==> src/rtl/conv_seq_ctrl.sv <==
`default_nettype none
// ============================================================================
// Module   : conv_seq_ctrl
// Brief    : Weight-load and per-pixel tap sequencer for the systolic
//            convolution array (valid-mode output).
// Revision : 1.0 - initial release
// ============================================================================
module conv_seq_ctrl #(
    parameter int K        = 3,
    parameter int IMG_W    = 4,
    parameter int IMG_H    = 4,
    parameter int PIPE_LAT = 2,
    parameter int ADDR_W   = 8
) (
    input  logic              clk,
    input  logic              rst_n,
    input  logic              start,
    output logic [6:0]        state,
    output logic [6:0]        next_state,
    output logic              w_re,
    output logic [ADDR_W-1:0] w_addr,
    output logic              w_load,
    output logic [ADDR_W-1:0] w_idx,
    output logic              x_re,
    output logic [ADDR_W-1:0] x_addr,
    output logic              acc_en,
    output logic              acc_clr,
    output logic [ADDR_W-1:0] tap_idx,
    output logic              y_we,
    output logic [ADDR_W-1:0] y_addr,
    output logic              busy,
    output logic              done
);

    typedef enum logic [6:0] {
        S_IDLE    = 7'b0000001,
        S_LOAD_W  = 7'b0000010,
        S_COMPUTE = 7'b0000100,
        S_FLUSH   = 7'b0001000,
        S_DRAIN   = 7'b0010000,
        S_WRITE   = 7'b0100000,
        S_DONE    = 7'b1000000
    } state_t;

    localparam logic [ADDR_W-1:0] c_kk     = ADDR_W'(K * K);
    localparam logic [ADDR_W-1:0] c_kk_m1  = ADDR_W'(K * K - 1);
    localparam logic [ADDR_W-1:0] c_k_m1   = ADDR_W'(K - 1);
    localparam logic [ADDR_W-1:0] c_img_w  = ADDR_W'(IMG_W);
    localparam logic [ADDR_W-1:0] c_ow     = ADDR_W'(IMG_W - K + 1);
    localparam logic [ADDR_W-1:0] c_ow_m1  = ADDR_W'(IMG_W - K);
    localparam logic [ADDR_W-1:0] c_oh_m1  = ADDR_W'(IMG_H - K);
    localparam logic [ADDR_W-1:0] c_lat_m1 = ADDR_W'((PIPE_LAT > 0) ? PIPE_LAT - 1 : 0);
    localparam logic [ADDR_W-1:0] c_one    = ADDR_W'(1);

    state_t            r_state;
    state_t            w_next;
    logic [ADDR_W-1:0] r_c;
    logic [ADDR_W-1:0] r_t;
    logic [ADDR_W-1:0] r_ky;
    logic [ADDR_W-1:0] r_kx;
    logic [ADDR_W-1:0] r_oy;
    logic [ADDR_W-1:0] r_ox;
    logic [ADDR_W-1:0] r_d;
    logic              r_acc_en;
    logic              r_acc_clr;
    logic [ADDR_W-1:0] r_tap_idx;
    logic              w_last_pix;

    assign w_last_pix = (r_oy == c_oh_m1) && (r_ox == c_ow_m1);

    always_comb begin
        w_next = r_state;
        case (r_state)
            S_IDLE:    if (start) w_next = S_LOAD_W;
            S_LOAD_W:  if (r_c == c_kk) w_next = S_COMPUTE;
            S_COMPUTE: if (r_t == c_kk_m1) w_next = S_FLUSH;
            S_FLUSH:   w_next = (PIPE_LAT == 0) ? S_WRITE : S_DRAIN;
            S_DRAIN:   if (r_d == c_lat_m1) w_next = S_WRITE;
            S_WRITE:   w_next = w_last_pix ? S_DONE : S_COMPUTE;
            S_DONE:    w_next = S_IDLE;
            default:   w_next = S_IDLE;
        endcase
    end

    always_ff @(posedge clk or negedge rst_n) begin
        if (!rst_n) begin
            r_state   <= S_IDLE;
            r_c       <= '0;
            r_t       <= '0;
            r_ky      <= '0;
            r_kx      <= '0;
            r_oy      <= '0;
            r_ox      <= '0;
            r_d       <= '0;
            r_acc_en  <= 1'b0;
            r_acc_clr <= 1'b0;
            r_tap_idx <= '0;
        end else begin
            r_state   <= w_next;
            // Array sees input-buffer data one cycle after the read request.
            r_acc_en  <= (r_state == S_COMPUTE);
            r_acc_clr <= (r_state == S_COMPUTE) && (r_t == '0);
            r_tap_idx <= r_t;
            case (r_state)
                S_IDLE: r_c <= '0;
                S_LOAD_W: begin
                    if (r_c == c_kk) begin
                        r_c  <= '0;
                        r_t  <= '0;
                        r_ky <= '0;
                        r_kx <= '0;
                        r_oy <= '0;
                        r_ox <= '0;
                    end else begin
                        r_c <= r_c + c_one;
                    end
                end
                S_COMPUTE: begin
                    if (r_t == c_kk_m1) begin
                        r_t  <= '0;
                        r_ky <= '0;
                        r_kx <= '0;
                    end else begin
                        r_t <= r_t + c_one;
                        if (r_kx == c_k_m1) begin
                            r_kx <= '0;
                            r_ky <= r_ky + c_one;
                        end else begin
                            r_kx <= r_kx + c_one;
                        end
                    end
                end
                S_FLUSH: r_d <= '0;
                S_DRAIN: r_d <= r_d + c_one;
                S_WRITE: begin
                    if (r_ox == c_ow_m1) begin
                        r_ox <= '0;
                        r_oy <= r_oy + c_one;
                    end else begin
                        r_ox <= r_ox + c_one;
                    end
                end
                default: ;
            endcase
        end
    end

    // Address decodes are gated by state so idle/reset values stay at zero.
    assign w_re    = (r_state == S_LOAD_W) && (r_c < c_kk);
    assign w_addr  = w_re ? r_c : '0;
    assign w_load  = (r_state == S_LOAD_W) && (r_c != '0);
    assign w_idx   = w_load ? (r_c - c_one) : '0;
    assign x_re    = (r_state == S_COMPUTE);
    assign x_addr  = x_re ? ((r_oy + r_ky) * c_img_w + (r_ox + r_kx)) : '0;
    assign y_we    = (r_state == S_WRITE);
    assign y_addr  = y_we ? (r_oy * c_ow + r_ox) : '0;
    assign busy    = (r_state != S_IDLE);
    assign done    = (r_state == S_DONE);
    assign acc_en  = r_acc_en;
    assign acc_clr = r_acc_clr;
    assign tap_idx = r_tap_idx;
    assign state      = r_state;
    assign next_state = w_next;

endmodule
`default_nettype wire

==> config.mk <==
export PLATFORM = sky130hd
export DESIGN_NAME = conv_seq_ctrl
export DESIGN_NICKNAME = d
export VERILOG_FILES = /design/src/rtl/conv_seq_ctrl.sv
export SDC_FILE = /design/constraint.sdc
export NUM_CORES = 1
export LEC_CHECK = 0
export BUFFER_PORTS_ARGS = -buffer_cell sky130_fd_sc_hd__buf_2
export CAP_MARGIN = 20
export CORE_MARGIN = 2
export CORE_UTILIZATION = 45
export CTS_CLUSTER_SIZE = 12
export DETAILED_ROUTE_END_ITERATION = 6
export PLACE_DENSITY = 0.65
export SETUP_SLACK_MARGIN = 0.5
export SLEW_MARGIN = 10
export SYNTH_ARGS = -nofsm -noshare
export SYNTH_HDL_FRONTEND = slang
export SYNTH_SLANG_ARGS = --single-unit
==> constraint.sdc <==
create_clock -name clk -period 4.3 [get_ports clk]
set_clock_uncertainty 0.2 [all_clocks]
set_input_delay 0.86 -clock clk [delete_from_list [all_inputs] [get_ports clk]]
set_output_delay 0.86 -clock clk [all_outputs]
set_load 0.05 [all_outputs]
==> impl_metrics.tcl <==
set metrics [dict create \
    status "completed" \
    cts-hold-fix-buffers 0 \
    cellPowerDensity_mw_per_mm2 350 \
    dp_worst_setup_slack_ps 134 \
    viasPerCell 5.48 \
    max-cap-violations 0 \
    synth-seq-cells 71 \
    antenna_left 0 \
    antenna_found_initial 0 \
    rows 37 \
    grt_pass1_wl_um 18800 \
    drt_wl_total_um 11000 \
    setup_viol 0 \
    synth.top_cells.by_count "dfrtp_1 (70), o21ai_0 (60), nor2_1 (53), nand2_1 (44), ha_1 (33)" \
    p_leak_nw 2.77 \
    die_y_um 106 \
    synth_area_leader_cell "dfrtp_1" \
    worst_pin_slew_ps 621 \
    place_inst 713 \
    slew_violations 0 \
    grt_usage_pct 20.9 \
    yosysTopAreaCellShare_pct 37.6 \
    clk_pin_slew_worst_paths_ps 80 \
    critPathCaptureType "primary output" \
    synthCells 523 \
    cts.sinks 71 \
    period_minus_slack_ps 4280 \
    hold_viol_final 0 \
    cts_buffers 9 \
    ys_seq_area_share_pct 38.2 \
    drc 0 \
    synth_cell_types 53 \
    dr.first_iter.drc_count 201 \
    dieWidth_um 106 \
    syn_avg_cell_area_um2 8.91 \
    grt_max_degree 49 \
    fmax_mhz 234 \
    syn-cell-area_mm2 0.00466 \
    gp_congestion 0.870 \
    cts_tree "yes" \
    htree_levels 3 \
    clock_latency_ps 360 \
    grt_setup_unrepaired "yes" \
    dominantRegCellSynth "dfrtp_1" \
    path_class "flip-flop to primary output" \
    cp-start-kind "flip-flop" \
    clockRootBuffer "clkbuf_8" \
    ys_top_cells_by_area "dfrtp_1 (38%), ha_1 (8.9%), o21ai_0 (6.4%), nor2_1 (4.3%), xnor2_1 (3.9%)" \
    cp.required_ps 3240 \
    hold_ws_ps 181 \
    vias 4032 \
    initial_core_util_pct 45.7 \
    worst_ep_arrival_time_ps 3220 \
    synth_edf_count 0 \
    wl_per_cell_um 14.9 \
    regArea_mm2 0.00178 \
    hp-class "input pin to async pin" \
    final_nets 639 \
    core_region_area_mm2 0.0102 \
    hpwlAfterDp_um 7800 \
    period_share_pct 99.6 \
    diodes 0 \
    io_buffers 60 \
    die-area_mm2 0.0112 \
    peakVddDrop_uv 431 \
    grt.overflow.total 0 \
    synthArstFlopShare_pct 100 \
    p_total_mw 1.99 \
    first_global_vias 3944 \
    multi_input_area_mm2 0.00285 \
    dr.pass1.iters 5 \
    drive_above_1_share_pct 22.7 \
    layout_setup_ws_ps 19.1 \
    relSlewSlack_pct 58.3 \
    n_fill_cell 930 \
    synth.most_common_cell "dfrtp_1" \
    fin_cells 736 \
    synth.yosys.warnings 0 \
    ios 65 \
    ctsLongestPathBuffers 2 \
    syn2layout_area_growth_pct 21.9 \
    path_max_fanout 3 \
]
[final cells by class]
| class | count | share of cell area (%) |
|---|---|---|
| clock inverter | 5 | 2.27 |
| sequential | 71 | 31.3 |
| timing repair buffer | 79 | 8.72 |
| tap | 136 | 3.00 |
| inverter | 29 | 2.00 |
| multi-input combinational | 405 | 50.2 |
| clock buffer | 11 | 2.49 |
[report_power, final]
group	leakage, nW	switching (mW)	internal [mW]
Sequential	0.987	0.0467	0.689
Clock	0.134	0.262	0.461
Combinational	1.65	0.390	0.138
[stage by stage]
stage          utilization (%)  cell area, um^2  TNS (ps)
6_report                  55.8             5680         0
4_1_cts                   55.0             5600         0
3_3_place_gp              51.0             5200         0
5_1_grt                   55.8             5680      -297
3_5_place_dp              51.0             5200         0
2_1_floorplan                -             4750         0
[placed cells by master (no fill, tap or decap), drive strengths merged, types with 3 or more instances in the layout]
master	Yosys	final
nor2	54	54
a41oi	3	3
clkbuf	10	11
xor2	15	15
or4	4	4
or4b	3	3
o41ai	3	3
o211ai	3	3
buf	11	79
a21o	6	6
nor2b	6	6
ha	33	33
nand3	29	29
nor3	13	13
nor4	4	4
o21ai	61	61
nand4	7	7
bufinv	0	4
o31ai	10	10
fa	8	8
a21oi	21	21
dfrtp	70	70
nand2b	4	4
and2	10	10
nor4b	3	3
conb	1	4
inv	28	28
xnor2	21	21
o21bai	4	4
and3	14	14
nand2	44	44
[layer usage]
| metal | share of wire, % | vias up | global-route usage, % | wire length [um] |
|---|---|---|---|---|
| met5 | 0 | - | 0 | 0 |
| met4 | 1.7 | 0 | 6.20 | 189 |
| met3 | 4.2 | 16 | 4.89 | 466 |
| met2 | 49 | 83 | 35.5 | 5330 |
| met1 | 45 | 1961 | 26.4 | 4980 |
| li1 | - | 1972 | - | - |
[state kept, by name, indices dropped and copies added (netlist names)]
name,count
r_c,8
r_d,8
r_kx,8
r_ox,8
r_oy,8
r_t,8
tap_idx,8
state,7
r_ky,6
acc_clr,1
acc_en,1
[worst max-delay path: stages, from the launching register on]
cell and delay (ps):
dfrtp_1 360, ha_2 200, inv_2 40, fa_2 520
inv_2 40, fa_1 510, ha_4 220, nor2b_4 140
o21ai_2 130, nand2b_1 90, a31oi_1 210, xnor2_1 200
nor2_4 50, buf_6 150
[what timing repair did]
action | in CTS | in global routing
endpoints found under the setup margin | 8 | 11
buffers inserted | 5 | 1
gates resized for setup | 24 | 16
pin swaps | 8 | 4
hold endpoints to repair | 0 | 0
[cells by family (layout without fill, tap and decap cells)]
group	count (synthesis)	count (layout)	synth area share [%]
AND/OR/NAND/NOR	203	203	22.1
AO/OA/AOI/OAI	119	119	15.3
flip-flops	71	71	38.2
buffers and inverters	50	124	4.78
adder cells (fa/ha/maj)	41	41	12.3
XOR/XNOR	36	36	6.77
multiplexers	2	2	0.430
other	1	4	0.0805
[worst paths after layout]
kind | start | endpoint | slack [ps] | cells after the start
setup / recovery | r_oy[0] | x_addr[7] | 20 | 13
hold reg to reg | r_t[7] | tap_idx[7] | 270 | 0
max in group asynchronous | rst_n | r_ox[3] | 2840 | 3
hold / removal | rst_n | r_d[5] | 180 | 1
setup reg to reg | r_t[0] | r_ky[4] | 1470 | 7
min in group clk | r_t[7] | tap_idx[7] | 270 | 0
(Power assumes the default switching activity.)
